## config.mk

```make
export PLATFORM = sky130hd
export DESIGN_NAME = instr_feeder_flat
export DESIGN_NICKNAME = d
export VERILOG_FILES = /design/src/rtl/instr_feeder_pkg.sv /design/src/rtl/instr_feeder_if.sv /design/src/rtl/instr_feeder_prog_ram.sv /design/src/rtl/instr_feeder.sv /design/src/flat_wrapper.sv
export SDC_FILE = /design/constraint.sdc
export NUM_CORES = 1
export LEC_CHECK = 0
export ABC_AREA = 1
export CORE_MARGIN = 2
export CORE_UTILIZATION = 55
export CTS_BUF_LIST = sky130_fd_sc_hd__clkbuf_8
export DETAILED_ROUTE_END_ITERATION = 10
export HOLD_SLACK_MARGIN = 0.1
export PLACE_DENSITY = 0.85
export SKIP_LAST_GASP = 1
export SLEW_MARGIN = 40
export SYNTH_ARGS = -nofsm -noshare
export SYNTH_HDL_FRONTEND = slang
export SYNTH_SLANG_ARGS = --single-unit
```

## constraint.sdc

```tcl
create_clock -name clk -period 1.7 [get_ports clk]
set_input_delay 0.255 -clock clk [delete_from_list [all_inputs] [get_ports clk]]
set_output_delay 0.255 -clock clk [all_outputs]
set_load 0.03 [all_outputs]
```

## src/rtl/instr_feeder_pkg.sv

```systemverilog
// Shared constants, types and helpers for the instruction feeder.
package instr_feeder_pkg;

   localparam int DW    = 8;
   localparam int AW    = 4;
   localparam int DEPTH = 1 << AW;

   localparam logic [DW-1:0] NOP_WORD = 8'h00;  // mv r0,r0

   // Processor opcode field op[7:6]; the feeder never decodes these.
   localparam logic [1:0] OP_MV  = 2'b00;
   localparam logic [1:0] OP_MVI = 2'b01;
   localparam logic [1:0] OP_ADD = 2'b10;
   localparam logic [1:0] OP_SUB = 2'b11;

   typedef enum logic [1:0] {
      ST_IDLE = 2'd0,
      ST_RUN  = 2'd1,
      ST_DONE = 2'd2
   } state_t;

   typedef struct packed {
      logic          en;
      logic [AW-1:0] addr;
      logic [DW-1:0] data;
   } wr_req_t;

   localparam int            DEPTH_I   = DEPTH;
   localparam logic [AW:0]   DEPTH_LEN = DEPTH_I[AW:0];

   // Requested length saturated to the memory depth (no wrap).
   function automatic logic [AW:0] clamp_len(input logic [AW:0] len);
      return (len > DEPTH_LEN) ? DEPTH_LEN : len;
   endfunction

endpackage

```

## src/rtl/instr_feeder_if.sv

```systemverilog
// Host-side bus of the instruction feeder: program write port, run control and outputs.
interface instr_feeder_if;
   import instr_feeder_pkg::*;

   logic          wr_en;
   logic [AW-1:0] wr_addr;
   logic [DW-1:0] wr_data;
   logic [AW:0]   prog_len;
   logic          start;
   logic          hold;
   logic          abort;
   logic [DW-1:0] dout;
   logic          busy;
   logic          done;
   logic [AW:0]   pc;

   modport master (
      output wr_en, wr_addr, wr_data, prog_len, start, hold, abort,
      input  dout, busy, done, pc
   );

   modport slave (
      input  wr_en, wr_addr, wr_data, prog_len, start, hold, abort,
      output dout, busy, done, pc
   );

endinterface

```

## src/rtl/instr_feeder_prog_ram.sv

```systemverilog
// Program store: synchronous write, combinational read, cleared by reset.
module instr_feeder_prog_ram
   import instr_feeder_pkg::*;
(
   input  logic          clk,
   input  logic          rst_n,
   input  wr_req_t       wr,
   input  logic [AW-1:0] rd_addr,
   output logic [DW-1:0] rd_data
);

   logic [DEPTH-1:0][DW-1:0] mem;

   // Word write; reset wipes the whole program
   always_ff @(posedge clk or negedge rst_n) begin
      if (!rst_n)
         mem <= '0;
      else if (wr.en)
         mem[wr.addr] <= wr.data;
   end

   assign rd_data = mem[rd_addr];

endmodule

```

## src/rtl/instr_feeder.sv

```systemverilog
// Replays a loaded program onto the processor din bus, one word per clock,
// with hold pacing, abort, and a one-cycle done pulse at the end.
module instr_feeder
   import instr_feeder_pkg::*;
(
   input  logic           clk,
   input  logic           rst_n,
   instr_feeder_if.slave  bus
);

   state_t        state;
   logic [DW-1:0] dout_r;
   logic [AW:0]   pc_r;
   logic [AW:0]   len_r;
   logic          busy_r;
   logic          done_r;

   logic [AW:0]   start_len;
   logic [AW-1:0] rd_addr;
   logic [DW-1:0] rd_data;
   logic [DW-1:0] first_word;
   wr_req_t       wr;

   // Program is frozen while it is being issued
   assign wr.en   = bus.wr_en && (state != ST_RUN);
   assign wr.addr = bus.wr_addr;
   assign wr.data = bus.wr_data;

   instr_feeder_prog_ram u_ram (
      .clk     (clk),
      .rst_n   (rst_n),
      .wr      (wr),
      .rd_addr (rd_addr),
      .rd_data (rd_data)
   );

   // Outside RUN the read port looks at word 0 so a start can issue it directly.
   // pc == DEPTH aliases to 0 here, but that read is never used.
   assign rd_addr    = (state == ST_RUN) ? pc_r[AW-1:0] : '0;
   assign start_len  = clamp_len(bus.prog_len);
   // A same-cycle write to word 0 wins over the stored value
   assign first_word = (bus.wr_en && (bus.wr_addr == '0)) ? bus.wr_data : rd_data;

   // Control FSM with registered dout/pc/busy/done; abort overrides start and hold
   always_ff @(posedge clk or negedge rst_n) begin
      if (!rst_n) begin
         state  <= ST_IDLE;
         dout_r <= NOP_WORD;
         pc_r   <= '0;
         len_r  <= '0;
         busy_r <= 1'b0;
         done_r <= 1'b0;
      end else if (bus.abort) begin
         state  <= ST_IDLE;
         dout_r <= NOP_WORD;
         pc_r   <= '0;
         busy_r <= 1'b0;
         done_r <= 1'b0;
      end else begin
         case (state)
            ST_RUN: begin
               if (!bus.hold) begin
                  if (pc_r < len_r) begin
                     dout_r <= rd_data;
                     pc_r   <= pc_r + 1'b1;
                  end else begin
                     dout_r <= NOP_WORD;
                     state  <= ST_DONE;
                     busy_r <= 1'b0;
                     done_r <= 1'b1;
                  end
               end
            end
            default: begin  // IDLE and DONE behave alike; DONE never lingers
               state  <= ST_IDLE;
               dout_r <= NOP_WORD;
               done_r <= 1'b0;
               if (bus.start) begin
                  len_r <= start_len;
                  if (start_len != '0) begin
                     dout_r <= first_word;
                     pc_r   <= {{AW{1'b0}}, 1'b1};
                     state  <= ST_RUN;
                     busy_r <= 1'b1;
                  end else begin
                     state  <= ST_DONE;
                     done_r <= 1'b1;
                  end
               end
            end
         endcase
      end
   end

   assign bus.dout = dout_r;
   assign bus.pc   = pc_r;
   assign bus.busy = busy_r;
   assign bus.done = done_r;

endmodule
```

## src/flat_wrapper.sv

```systemverilog
// flat-port wrapper written by rule: the top's interface ports become plain ports
module instr_feeder_flat import instr_feeder_pkg::*;
  (clk, rst_n, bus_wr_en, bus_wr_addr, bus_wr_data, bus_prog_len, bus_start, bus_hold, bus_abort, bus_dout, bus_busy, bus_done, bus_pc);
  instr_feeder_if bus_i ();
  input  logic clk;
  input  logic rst_n;
  input wire logic [$bits(bus_i.wr_en)-1:0] bus_wr_en;
  input wire logic [$bits(bus_i.wr_addr)-1:0] bus_wr_addr;
  input wire logic [$bits(bus_i.wr_data)-1:0] bus_wr_data;
  input wire logic [$bits(bus_i.prog_len)-1:0] bus_prog_len;
  input wire logic [$bits(bus_i.start)-1:0] bus_start;
  input wire logic [$bits(bus_i.hold)-1:0] bus_hold;
  input wire logic [$bits(bus_i.abort)-1:0] bus_abort;
  output wire logic [$bits(bus_i.dout)-1:0] bus_dout;
  output wire logic [$bits(bus_i.busy)-1:0] bus_busy;
  output wire logic [$bits(bus_i.done)-1:0] bus_done;
  output wire logic [$bits(bus_i.pc)-1:0] bus_pc;
  assign bus_i.wr_en = bus_wr_en;
  assign bus_i.wr_addr = bus_wr_addr;
  assign bus_i.wr_data = bus_wr_data;
  assign bus_i.prog_len = bus_prog_len;
  assign bus_i.start = bus_start;
  assign bus_i.hold = bus_hold;
  assign bus_i.abort = bus_abort;
  assign bus_dout = bus_i.dout;
  assign bus_busy = bus_i.busy;
  assign bus_done = bus_i.done;
  assign bus_pc = bus_i.pc;
  instr_feeder u_core (.clk(clk), .rst_n(rst_n), .bus(bus_i));
endmodule
```

==> results of run 1 <==
[cell usage after synthesis (2+ instances only)]
| master | number | area, sq um |
|---|---|---|
| o21ai_1 | 40 | 200.2 |
| o21ai_0 | 103 | 515.5 |
| nor2_1 | 27 | 101.4 |
| a21oi_1 | 3 | 15.01 |
| nand3_1 | 118 | 590.6 |
| nand2_1 | 314 | 1179 |
| a21oi_4 | 2 | 32.53 |
| o22ai_1 | 2 | 12.51 |
| ha_1 | 5 | 62.56 |
| buf_6 | 17 | 191.4 |
| nand2_4 | 10 | 112.6 |
| buf_2 | 13 | 65.06 |
| nor2_4 | 3 | 33.78 |
| inv_1 | 36 | 135.1 |
| xor2_1 | 2 | 17.52 |
| inv_2 | 4 | 15.01 |
| clkbuf_1 | 14 | 52.55 |
| buf_4 | 3 | 22.52 |
| nand4_1 | 11 | 68.82 |
| dfrtp_1 | 149 | 3729 |
[layout by cell type, fill, tap and decap left out, types with 2 or more instances in the layout]
| cell type | Yosys | layout |
|---|---|---|
| a21oi_1 | 3 | 2 |
| a21oi_4 | 2 | 3 |
| buf_12 | 1 | 11 |
| buf_4 | 3 | 41 |
| buf_6 | 17 | 3 |
| clkbuf_8 | 0 | 18 |
| clkdlybuf4s50_1 | 0 | 21 |
| clkinv_2 | 0 | 6 |
| dfrtp_1 | 149 | 148 |
| dlygate4sd2_1 | 0 | 13 |
| ha_1 | 5 | 4 |
| inv_1 | 36 | 35 |
| inv_2 | 4 | 6 |
| inv_4 | 1 | 2 |
| nand2_1 | 314 | 310 |
| nand2_2 | 0 | 4 |
| nand2_4 | 10 | 10 |
| nand3_1 | 118 | 111 |
| nand3_2 | 1 | 6 |
| nand3_4 | 1 | 3 |
| nand4_1 | 11 | 11 |
| nor2_1 | 27 | 23 |
| nor2_2 | 1 | 5 |
| nor2_4 | 3 | 3 |
| o21ai_0 | 103 | 97 |
| o21ai_1 | 40 | 44 |
| o21ai_2 | 0 | 2 |
| o22ai_1 | 2 | 2 |
| xor2_1 | 2 | 2 |
[worst max-delay path, stage by stage, from the launching register on]
cell	delay (ps)
dfrtp_1	420
inv_4	120
nand3_4	140
buf_12	200
nand2_1	70
nand3_1	150
nand3_1	160
nand3_1	90
nand2_1	100
nand2_1	60
nand2_1	50
nand2_1	40
[routing by layer]
layer  global-route usage [%]  up-vias  part of all wire, %
li1                         -     3058                    -
met1                    37.85     3123                   41
met2                    44.00      347                   47
met3                    5.556       71                  8.5
met4                    14.29        0                  3.6
met5                        0        -                    0
[final cells by class]
class / count / area [sq um] / area share (%)
inverter: 41 / 162.7 / 1.903
sequential: 149 / 3730 / 43.64
clock inverter: 10 / 71.32 / 0.8344
tap: 176 / 220.2 / 2.576
clock buffer: 18 / 247.7 / 2.899
multi-input combinational: 653 / 3174 / 37.14
timing repair buffer: 93 / 940.9 / 11.01
[worst max-delay path by stage]
stage                                 start                          endpoint  slack (ps)  depth (start not counted)
6_report        u_core.bus.done$_DFFE_PN0P_    u_core.bus.dout[5]$_DFFE_PN0P_         -20                         11
5_1_grt         u_core.bus.done$_DFFE_PN0P_    u_core.bus.dout[5]$_DFFE_PN0P_        -180                         11
4_1_cts        u_core.bus.pc[1]$_DFFE_PN0P_                         bus_pc[1]         -30                          2
3_5_place_dp                 bus_wr_addr[0]  u_core.u_ram.mem[45]$_DFFE_PN0P_        -120                          7
3_3_place_gp                 bus_wr_addr[0]  u_core.u_ram.mem[11]$_DFFE_PN0P_         -60                          7
2_1_floorplan  u_core.bus.pc[2]$_DFFE_PN0P_      u_core.bus.pc[3]$_DFFE_PN0P_          50                          8
[registers in the layout (all words and copies together), names as in the netlist]
signal            flops
u_core.u_ram.mem    128
u_core.len_r          5
u_core.state          1
u_core.bus.pc         5
u_core.bus.done       1
u_core.bus.dout       8
u_core.bus.busy       1
[where the power goes]
group | internal, mW | switching [mW] | total (mW)
logic | 1.64 | 2.50 | 4.14
clock network | 1.13 | 1.28 | 2.40
registers | 4.78 | 0.711 | 5.49
[per-stage QoR]
step / total power [mW] / util (%)
final: 12.03 / 65.32
after floorplan: 8.089 / -
after detailed placement: 9.358 / 61.29
after CTS: 11.75 / 64.13
after global placement: 9.159 / 61.29
after global routing: 12.79 / 65.32
[cell families (layout without fill, tap and decap cells)]
kind of cell / count (synthesis) / after routing / share of synthesized area (%)
compound gates: 153 / 154 / 10.95
xor+xnor: 2 / 2 / 0.2399
fa+ha+maj: 5 / 5 / 0.8565
buf+inv: 90 / 162 / 7.006
flops: 149 / 149 / 51.04
simple gates: 492 / 492 / 29.91
[timing repair]
action,CTS,global route
cloned,1,1
buffers inserted,2,3
endpoints found under the setup margin,22,17
gates resized for setup,20,33
hold endpoints to repair,149,0
pin swaps,3,9
hold buffers,1,0
==> flow_summary_export.csv, run 1 <==
group,metric,value,unit
critical_path,reg2reg_slack,-20,ps
clock_network,root_buffer,"clkbuf_8",
critical_path,arrival,2080,ps
power_and_ir_drop,powerDensity,1407,nW/um^2
placed_design,dp_hpwl,12430,um
power_and_ir_drop,leakagePower,4.256,nW
timing,fin_ws,-19.87,ps
logic_synthesis,synth_area,7305,sq um
timing,max_freq,581.4,MHz
clock_network,cts_tree,"built",
timing,max_slew.worst_pin.slew,336.9,ps
logic_synthesis,synth-seq-cells,149,
global_routing,grtUsageTotal,28.26,%
placed_design,dpl_cell_area,8020,sq um
floorplanning,core,13090,sq um
critical_path,end_kind,"flip-flop",
logic_synthesis,syn_area_per_cell,8.198,sq um
logic_synthesis,synth_cells,891,
logic_synthesis,ys_dominant_reg_cell,"dfrtp_1",
critical_path,timing.rr.start,"u_core.bus.done$_DFFE_PN0P_",
logic_synthesis,ys_seq_area_share,51.04,%
timing,hold_viol,0,
flow_run,drv_cap,0,
global_routing,grt_pass1_vias,6245,
clock_network,numCtsBuffers,17,
placed_design,routabilityCongestion,0.9262,
floorplanning,rows,42,
floorplanning,ioPinCount,38,
finish,final_area,8547,sq um
drt,wl_per_cell,17.24,um
finish,layout-drive-gt1-share,13.90,%
drt,dr.first_iter.drc_count,1043,
critical_path,r2r_end,"u_core.bus.dout[5]$_DFFE_PN0P_",
global_routing,grt_overflow,0,
timing,tns,-28.68,ps
logic_synthesis,synth_cell_type_count,35,
finish,fill_cells,1012,
logic_synthesis,synthesis.nets,919,
global_routing,antenna_found_initial,0,
drt,first_pass_iters,7,
clock_network,clkTransAtPathRegs,80,ps
clock_network,cts_max_level,4,
critical_path,critPathRequiredTime,2060,ps
timing,slew_headroom,77.54,%
floorplanning,die_h,119.2,um
drt,detail-route-antenna-nets,0,
logic_synthesis,yosysWarnings,0,
timing,setup_viol,2,
critical_path,crit_type,"reg -> reg",
clock_network,cts_sinks,149,
timing,rsz0062_at_grt,"yes",
timing,fin_crit,1720,ps
placed_design,pre_cts_ws,-120.5,ps
floorplanning,die_w,119.2,um
placed_design,port-buffer-count,37,
drt,vias_per_cell,5.789,
timing,clock_skew,16.49,ps
finish,nNetsFinal,983,
drt,drc,0,
finish,num_antenna_cells,0,
clock_network,clk_latency,470,ps
critical_path,r2r_cells,11,
floorplanning,die_area,14220,sq um
global_routing,grt_max_degree,55,
floorplanning,initial_core_util,55.82,%
critical_path,critPathMaxFanout,21,
logic_synthesis,async_reset_ff_share,100.0,%
timing,slew_viol_final,0,
finish,final_cells,1140,
drt,wl,19650,um
global_routing,grt_pass1_wl,31280,um
clock_network,cts.path.max_buffers,2,
placed_design,dp.cells,1104,
logic_synthesis,synth_edf_count,0,
drt,dr_total_vias,6599,
worst_hold_path,hold_path_class,"in -> async",
run_status,status,"complete, but fails checks",
critical_path,startpoint_type,"flip-flop",
timing,fin_crit_sh,101.2,%
finish,area_growth,17.01,%
timing,whs,245.3,ps
power_and_ir_drop,peakVddDrop,0.7685,mV
run_status,violations,"setup timing",
No activity file was read; power rests on OpenSTA's default activity.
==> run 2, diff against run 1 <==
--- a/config.mk
+++ b/config.mk
@@ -6,7 +6,6 @@
 export NUM_CORES = 1
 export LEC_CHECK = 0
 export ABC_AREA = 1
-export CORE_MARGIN = 2
 export CORE_UTILIZATION = 55
 export CTS_BUF_LIST = sky130_fd_sc_hd__clkbuf_8
 export DETAILED_ROUTE_END_ITERATION = 10
==> run 2 against run 1 <==
Effect of this change: the flow still finishes with violations (setup timing); worst setup slack lost 74 ps; clock-buffer cell count grew 1; register-to-register slack lost 70 ps; clock skew shrank 6.5 ps; combinational power grew 6.3%; clock power grew 33%; critical path type unchanged; largest cell class unchanged.
==> flow_summary_export.csv, run 2 (synthesized netlist as in run 1, its figures left out) <==
group,metric,value,unit
flow_run,drv_cap,0,
placed_design,routabilityCongestion,0.9481,
drt,drc,0,
timing,slew_viol_final,0,
timing,fin_ws,-93.79,ps
critical_path,critPathMaxFanout,5,
timing,hold_viol,0,
global_routing,grt_max_degree,47,
power_and_ir_drop,peakVddDrop,0.6608,mV
critical_path,startpoint_type,"flip-flop",
timing,tns,-465.7,ps
critical_path,r2r_cells,10,
timing,max_slew.worst_pin.slew,460.5,ps
drt,dr_total_vias,6659,
floorplanning,initial_core_util,57.18,%
finish,area_growth,21.99,%
clock_network,numCtsBuffers,17,
clock_network,cts_max_level,4,
placed_design,port-buffer-count,37,
finish,fill_cells,908,
critical_path,crit_path_top_delay_cell,"dfrtp_1",
timing,slew_headroom,69.30,%
critical_path,cp_num_buf_inv,3,
finish,num_antenna_cells,0,
timing,rsz0062_at_grt,"yes",
global_routing,grtUsageTotal,30.37,%
clock_network,cts_tree,"built",
critical_path,cp_num_cells,10,
clock_network,clkTransAtPathRegs,80,ps
placed_design,dp_hpwl,12940,um
drt,wl,20680,um
finish,nNetsFinal,996,
clock_network,clk_latency,470,ps
drt,vias_per_cell,5.775,
critical_path,path_delay_family,"simple AND/OR/NAND/NOR gates",
timing,max_freq,557.5,MHz
critical_path,crit_type,"reg -> reg",
global_routing,antenna_found_initial,0,
floorplanning,ioPinCount,38,
clock_network,cts_sinks,149,
critical_path,arrival,2180,ps
global_routing,grt_overflow,0,
run_status,status,"complete, but fails checks",
finish,final_area,8911,sq um
critical_path,path_cells,"inv_4, buf_6, nand2_8, inv_2, nor2_1, nand2_1, nand2_1, a21oi_4, nand4_1, o21ai_1",
timing,clock_skew,9.999,ps
finish,final_cell_mix,"308 x nand2_1, 147 x dfrtp_1, 103 x nand3_1",
floorplanning,die_h,117.2,um
timing,setup_viol,13,
critical_path,critical_path.most_common_cell,"nand2_1",
drt,wl_per_cell,17.93,um
placed_design,dpl_cell_area,8140,sq um
timing,fin_crit_sh,105.5,%
timing,fin_crit,1794,ps
power_and_ir_drop,leakagePower,4.407,nW
floorplanning,die_area,13750,sq um
global_routing,grt_pass1_wl,30630,um
run_status,violations,"setup timing",
finish,layout_commonest_cell,"nand2_1",
global_routing,grt_pass1_vias,5949,
finish,regMostFlops,"u_core.u_ram.mem",
worst_hold_path,hold_path_class,"in -> async",
finish,fin_util,69.76,%
floorplanning,die_w,117.2,um
finish,largest_reg_flops,128,
finish,layout-drive-gt1-share,16.11,%
power_and_ir_drop,powerDensity,1471,nW/um^2
floorplanning,core,12770,sq um
clock_network,root_buffer,"clkbuf_8",
drt,detail-route-antenna-nets,0,
critical_path,max_stage_delay,450,ps
floorplanning,rows,41,
drt,first_pass_iters,6,
clock_network,cts.path.max_buffers,2,
placed_design,pre_cts_ws,-47.09,ps
critical_path,end_kind,"flip-flop",
critical_path,critPathRequiredTime,2080,ps
drt,dr.first_iter.drc_count,878,
[run 2: cell types whose count changed in the layout (fill, tap and decap cells not counted), sizes merged]
cell	delta
buf	+12
bufinv	+4
clkinv	-3
clkbuf	+2
clkinvlp	+2
[run 2: where the power goes]
part	internal [mW]	switching [mW]	total, mW
Clock	1.82	1.36	3.18
Combinational	1.78	2.62	4.40
Sequential	4.78	0.744	5.52
[run 2: cell type report]
class	instances	area, sq um	area share [%]
Timing Repair Buffer	106	1117	12.54
Tap cell	172	215.2	2.415
Sequential cell	149	3731	41.87
Inverter	41	163.9	1.839
Clock buffer	19	261.5	2.935
Multi-Input combinational cell	653	3218	36.11
Clock inverter	13	203.9	2.289
[run 2: stage by stage]
stage / cells / hold slack (ps) / power, mW
final: 1153 / 290.0 / 13.11
after global routing: 1153 / 319.4 / 13.82
after CTS: 1146 / 285.6 / 12.64
after detailed placement: 1110 / 221.5 / 9.420
after global placement: 1110 / 217.0 / 9.242
after floorplan: 891 / -40.59 / 8.089
[run 2: repair_timing]
item / in CTS / in global routing
resized for setup: 24 / 44
hold buffers: 1 / 0
setup buffers: 2 / 5
setup endpoints to repair: 26 / 19
hold endpoints to repair: 98 / 0
cloned: 1 / 2
pin swaps: 3 / 8
[run 2: metal layers]
| metal | vias to the layer above | routed length, um | GRT usage (%) |
|---|---|---|---|
| li1 | 3075 | - | - |
| met1 | 3178 | 8456 | 40.99 |
| met2 | 353 | 9688 | 45.69 |
| met3 | 53 | 1810 | 6.952 |
| met4 | 0 | 722 | 16.37 |
| met5 | - | 0 | 0 |
[run 2: worst paths after layout]
path	start	to	slack [ps]
max	u_core.bus.done$_DFFE_PN0P_	u_core.bus.pc[3]$_DFFE_PN0P_	-90
min reg2reg	u_core.bus.dout[1]$_DFFE_PN0P_	u_core.bus.dout[1]$_DFFE_PN0P_	480
min in group clk	bus_prog_len[3]	u_core.len_r[3]$_DFFE_PN0P_	380
max reg2reg	u_core.bus.done$_DFFE_PN0P_	u_core.bus.pc[3]$_DFFE_PN0P_	-90
min	rst_n	u_core.u_ram.mem[124]$_DFFE_PN0P_	290
max in group asynchronous	rst_n	u_core.bus.dout[0]$_DFFE_PN0P_	840
